==> src/rtl/wrr_next_grant.sv <==
// wrr_next_grant: weighted round-robin next-grant calculator.
//
// The current owner keeps the grant for up to weight[owner] acknowledged
// transfers (its credit). Once the credit is used up, or the owner stops
// requesting, priority moves to the first requester after the owner,
// wrapping around. The owner itself is considered last. All outputs are
// registered.
//
// Ports:
//   clk_i               system clock, rising edge
//   reset_i             asynchronous, active-high reset
//   request_i           per-channel level-sensitive request
//   weight_i            per-channel credit count, channel i at [i*WEIGHT_W +: WEIGHT_W]
//   grant_ack_i         one transfer of the presented grant was consumed
//   next_grant_o        one-hot next grant, or all zeros
//   next_grant_valid_o  next_grant_o is nonzero
//   grant_idx_o         binary index of next_grant_o, 0 when invalid
module wrr_next_grant #(
    parameter int unsigned CHANNELS = 8,
    parameter int unsigned WEIGHT_W = 4,
    parameter int unsigned IDX_W    = (CHANNELS > 1) ? $clog2(CHANNELS) : 1
) (
    input  logic                         clk_i,
    input  logic                         reset_i,
    input  logic [CHANNELS-1:0]          request_i,
    input  logic [CHANNELS*WEIGHT_W-1:0] weight_i,
    input  logic                         grant_ack_i,
    output logic [CHANNELS-1:0]          next_grant_o,
    output logic                         next_grant_valid_o,
    output logic [IDX_W-1:0]             grant_idx_o
);

    typedef enum logic [1:0] {
        StInit = 2'b00,
        StRun  = 2'b01
    } state_e;

    state_e              state_q, state_d;
    logic [CHANNELS-1:0] owner_q, owner_d;
    logic [WEIGHT_W-1:0] credit_q, credit_d;
    logic [CHANNELS-1:0] grant_d;
    logic [IDX_W-1:0]    idx_d;

    logic [IDX_W-1:0]    owner_idx;
    logic                scan_found;
    logic [IDX_W-1:0]    scan_idx;
    logic [CHANNELS-1:0] scan_grant;
    logic [WEIGHT_W-1:0] scan_weight;
    logic [WEIGHT_W-1:0] load_credit;
    logic [WEIGHT_W-1:0] credit_rem;
    logic                hold;

    function automatic logic [IDX_W-1:0] wrap_idx(input int unsigned v);
        return IDX_W'(v % CHANNELS);
    endfunction

    // Binary index of the one-hot owner.
    always_comb begin
        owner_idx = '0;
        for (int i = 0; i < CHANNELS; i++) begin
            if (owner_q[i]) begin
                owner_idx = IDX_W'(i);
            end
        end
    end

    // Scan from owner+1 upward, wrapping; the owner is the last candidate.
    always_comb begin
        scan_found = 1'b0;
        scan_idx   = '0;
        for (int unsigned k = 1; k <= CHANNELS; k++) begin
            if (!scan_found && request_i[wrap_idx(32'(owner_idx) + k)]) begin
                scan_found = 1'b1;
                scan_idx   = wrap_idx(32'(owner_idx) + k);
            end
        end
    end

    assign scan_grant  = scan_found ? (CHANNELS'(1) << scan_idx) : '0;
    assign scan_weight = weight_i[32'(scan_idx)*WEIGHT_W +: WEIGHT_W];
    // A zero weight still grants one transfer.
    assign load_credit = (scan_weight == '0) ? WEIGHT_W'(1) : scan_weight;

    // The ack only counts against a grant that is actually presented.
    assign credit_rem = (grant_ack_i && next_grant_valid_o && (credit_q != '0))
                      ? credit_q - WEIGHT_W'(1) : credit_q;
    assign hold       = ((request_i & owner_q) != '0) && (credit_rem != '0);

    always_comb begin
        state_d  = state_q;
        owner_d  = owner_q;
        credit_d = credit_q;
        grant_d  = '0;
        idx_d    = '0;
        case (state_q)
            StInit: begin
                // Owner at the top channel so channel 0 is scanned first.
                owner_d  = CHANNELS'(1) << (CHANNELS - 1);
                credit_d = '0;
                state_d  = StRun;
            end
            StRun: begin
                if (hold) begin
                    grant_d  = owner_q;
                    idx_d    = owner_idx;
                    credit_d = credit_rem;
                end else if (scan_found) begin
                    grant_d  = scan_grant;
                    idx_d    = scan_idx;
                    owner_d  = scan_grant;
                    credit_d = load_credit;
                end else begin
                    // Idle: keep the pointer, but an ack of the grant that was
                    // on the outputs still consumes its credit.
                    credit_d = credit_rem;
                end
            end
            default: begin
                state_d  = StInit;
                owner_d  = '0;
                credit_d = '0;
            end
        endcase
    end

    always_ff @(posedge clk_i or posedge reset_i) begin
        if (reset_i) begin
            state_q            <= StInit;
            owner_q            <= '0;
            credit_q           <= '0;
            next_grant_o       <= '0;
            next_grant_valid_o <= 1'b0;
            grant_idx_o        <= '0;
        end else begin
            state_q            <= state_d;
            owner_q            <= owner_d;
            credit_q           <= credit_d;
            next_grant_o       <= grant_d;
            next_grant_valid_o <= |grant_d;
            grant_idx_o        <= idx_d;
        end
    end

endmodule

==> config.mk <==
export PLATFORM = sky130hd
export DESIGN_NAME = wrr_next_grant
export DESIGN_NICKNAME = d
export VERILOG_FILES = /design/src/rtl/wrr_next_grant.sv
export SDC_FILE = /design/constraint.sdc
export NUM_CORES = 1
export LEC_CHECK = 0
export ABC_CLOCK_PERIOD_IN_PS = 7200
export CAP_MARGIN = 40
export CORE_AREA = 2 2 72 74
export CTS_BUF_LIST = sky130_fd_sc_hd__clkbuf_4 sky130_fd_sc_hd__clkbuf_8
export DETAILED_ROUTE_END_ITERATION = 6
export DIE_AREA = 0 0 74 76
export PLACE_DENSITY = 0.81
export SKIP_CTS_REPAIR_TIMING = 1
export SLEW_MARGIN = 30
export SYNTH_ARGS = -nofsm -noshare
export SYNTH_HDL_FRONTEND = slang
export SYNTH_SLANG_ARGS = --single-unit
==> constraint.sdc <==
create_clock -name clk_i -period 7.2 [get_ports clk_i]
set_input_delay 1.44 -clock clk_i [delete_from_list [all_inputs] [get_ports clk_i]]
set_output_delay 1.44 -clock clk_i [all_outputs]
set_load 0.01 [all_outputs]
==> results.md <==
* Maximum VDD drop at 0.000378 V
* Synth area leader: dfrtp_1
* Clk slew on worst S/H paths at 80 ps
* Synth area leaders: dfrtp_1 25%, mux2i_1 10%, mux4_2 8.1%
* Post-route minimum period at 5530 ps
* Setup TNS Final at 0 ps
* Final ANT Viol Nets at 0
* # IOs at 55
* Fmax at 0.181 GHz
* Initial Utilization at 50.7%
* Commonest register cell after synthesis: dfrtp_1
* Outcome: completed
* Critical Path AT at 5690 ps
* Syn nets at 329
* Grt total ovfl at 0
* Floorplan core area at 0.00491 mm²
* Unrepaired setup endpoints after global routing: false
* Most frequent cells in the layout: 54 x clkdlybuf4s50_1, 38 x nand2_1, 25 x mux2i_1, 25 x dfrtp_1, 16 x nor2_1
* Mapped Cells at 283
* Register area share after synthesis at 25.1%
* Hold Fails Final Rpt at 0
* Residual DRC at 0
* DIE AREA at 0.00562 mm²
* Initial antenna violation count at 0
* Count of state elements after synthesis at 25
* Area delta synth->final at 25.5%
* Syn_area_per_cell at 8.80 µm²
* Final cycle utilization of the critical path at 76.8%
* Share of layout cells above drive strength 1 at 10.7%
* Final non-filler cell area at 0.00313 mm²
* CTS Buf Count at 3
* EDFF count, synth at 0
* Diode count at 0
* Worst skew pair latency at 270 ps
* Worst-Margin Slew at 743 ps
* Netlist cell types at 58
* Worst path required time at 7360 ps
* Ys Warns at 0
* Most common cell after layout, fill and taps aside: clkdlybuf4s50_1
* HP Class: flop to flop
* Largest net degree at the start of global routing at 21
* Placed Area at 0.00308 mm²
* Layout net count at 375
* Max-slew headroom at 50.4%
* Post-synth top area share at 25.1%
* Clock Skew at 6.39 ps
* Wirelength, routed at 6710 µm
* Via-per-instance ratio at 6.07
* GRT Total Usage at 24.3%
* CTS tree: done
* Post-synth ARST share at 100%
* Final setup viols at 0
* Die width at 74 µm
* Max Slew Vio Count at 0
* Crit. End Element: flop
* MaxCap Viol Count at 0
* Clk root buf: clkbuf_8
* Pwr Density at 560 mW/mm²
* Startpoint Class: flop
* WS Path Type: flop to flop
* CTS Sinks at 25
* RePlAce Congestion at 0.927
* I/O Buffers at 54
* 1st-iter DRT viols at 234
* Initial DRT Pass Iterations at 4
* Wire per inst at 16.9 µm
* Post-synthesis cell area at 0.00249 mm²
* Place WS at 1690 ps
* Max clock buf depth at 2
* Crit path max fanout at 16
* H-Tree Depth at 1
* Static Leak at 1.40 nW
* Vias in the first global route at 2297
* # rows at 26
* First-pass GRT wire length at 11000 µm
* Dpl hpwl at 5250 µm
* Final worst slack at 1670 ps
* Via count at 2417
* Die height at 76 µm
[critical path: stages (launching register included)]
cell	delay [ps]
dfrtp_1	530
inv_2	110
a21oi_1	330
nand2_1	520
ha_1	420
xnor2_1	460
mux2_2	420
mux4_2	530
a2111oi_4	250
nand4b_2	220
or3_1	390
a32o_2	300
and2_4	200
mux2i_1	120
mux2_2	290
o41ai_2	320
[cell families (layout without fill, tap and decap cells)]
family | Yosys count | count (layout) | share of synthesized area, %
AOI/OAI and AO/OA | 82 | 82 | 24.9
xor gates and xnor gates | 4 | 4 | 1.41
adders and majority gates | 3 | 3 | 1.51
buffers and inverters | 29 | 74 | 5.12
DFF | 25 | 25 | 25.1
muxes | 45 | 45 | 23.2
other | 1 | 1 | 0.151
and+or+nand+nor | 94 | 94 | 18.6
[synthesized netlist by cell type (3+ instances only)]
library cell / instances
a211oi_1: 4
a21o_1: 12
a21oi_1: 13
a221oi_1: 3
a22oi_1: 5
and2_1: 4
buf_1: 3
buf_2: 3
clkbuf_1: 7
dfrtp_1: 25
ha_1: 3
inv_1: 13
mux2_2: 10
mux2i_1: 25
mux4_2: 9
nand2_1: 38
nand2b_1: 3
nand3_1: 9
nor2_1: 16
nor2b_1: 3
nor3_1: 7
o211ai_1: 4
o21a_1: 4
o21ai_0: 9
o21ai_1: 3
o221ai_1: 3
o22ai_1: 3
or3_1: 3
xnor2_1: 3
[metrics by stage]
stage	total power [mW]	cells	utilization (%)	hold WS (ps)
after floorplan	1.40	283	-	469
after global placement	1.63	393	62.1	507
after detailed placement	1.65	394	62.7	518
after CTS	1.74	398	63.6	541
after global routing	1.88	398	63.6	586
final	1.75	398	63.6	540
[sequential cells by signal, indices dropped and copies added, names as in the netlist]
| register | flops |
|---|---|
| credit_q | 4 |
| owner_q | 8 |
| grant_idx_o | 3 |
| next_grant_valid_o | 1 |
| state_q | 1 |
| next_grant_o | 8 |
[final timing paths]
kind                                 start           to  slack [ps]  depth (start not counted)
worst max-delay path            owner_q[6]  credit_q[0]        1670                         15
worst min-delay path            owner_q[0]   owner_q[0]         540                          2
worst max register to register  owner_q[6]  credit_q[0]        1670                         15
worst min register to register  owner_q[0]   owner_q[0]         540                          2
max in group asynchronous          reset_i   owner_q[2]        5330                          3
min in group asynchronous          reset_i  credit_q[1]        1460                          2
[per-layer routing]
| layer | global-route usage [%] | share of wire (%) | up-vias |
|---|---|---|---|
| met5 | 0 | 0 | - |
| met4 | 6.91 | 1.5 | 0 |
| met3 | 2.91 | 7.2 | 11 |
| met2 | 38.1 | 49 | 127 |
| met1 | 34.8 | 42 | 1123 |
| li1 | - | - | 1156 |
[final cells by class]
cell class,instances,area [µm²]
fillers,405,1790
multi-input cells,229,1740
flip-flops and latches,25,626
repair buffers,56,576
well taps,70,87.6
inverters,14,52.6
clock buffers,3,41.3
clock inverters,1,5.00
[power by group]
group	switching [mW]	leakage (nW)	internal, mW
sequential	0.0316	0.331	0.179
combinational	0.804	1.05	0.655
clock	0.0422	0.0255	0.0387
No activity file was read; power rests on OpenSTA's default activity.
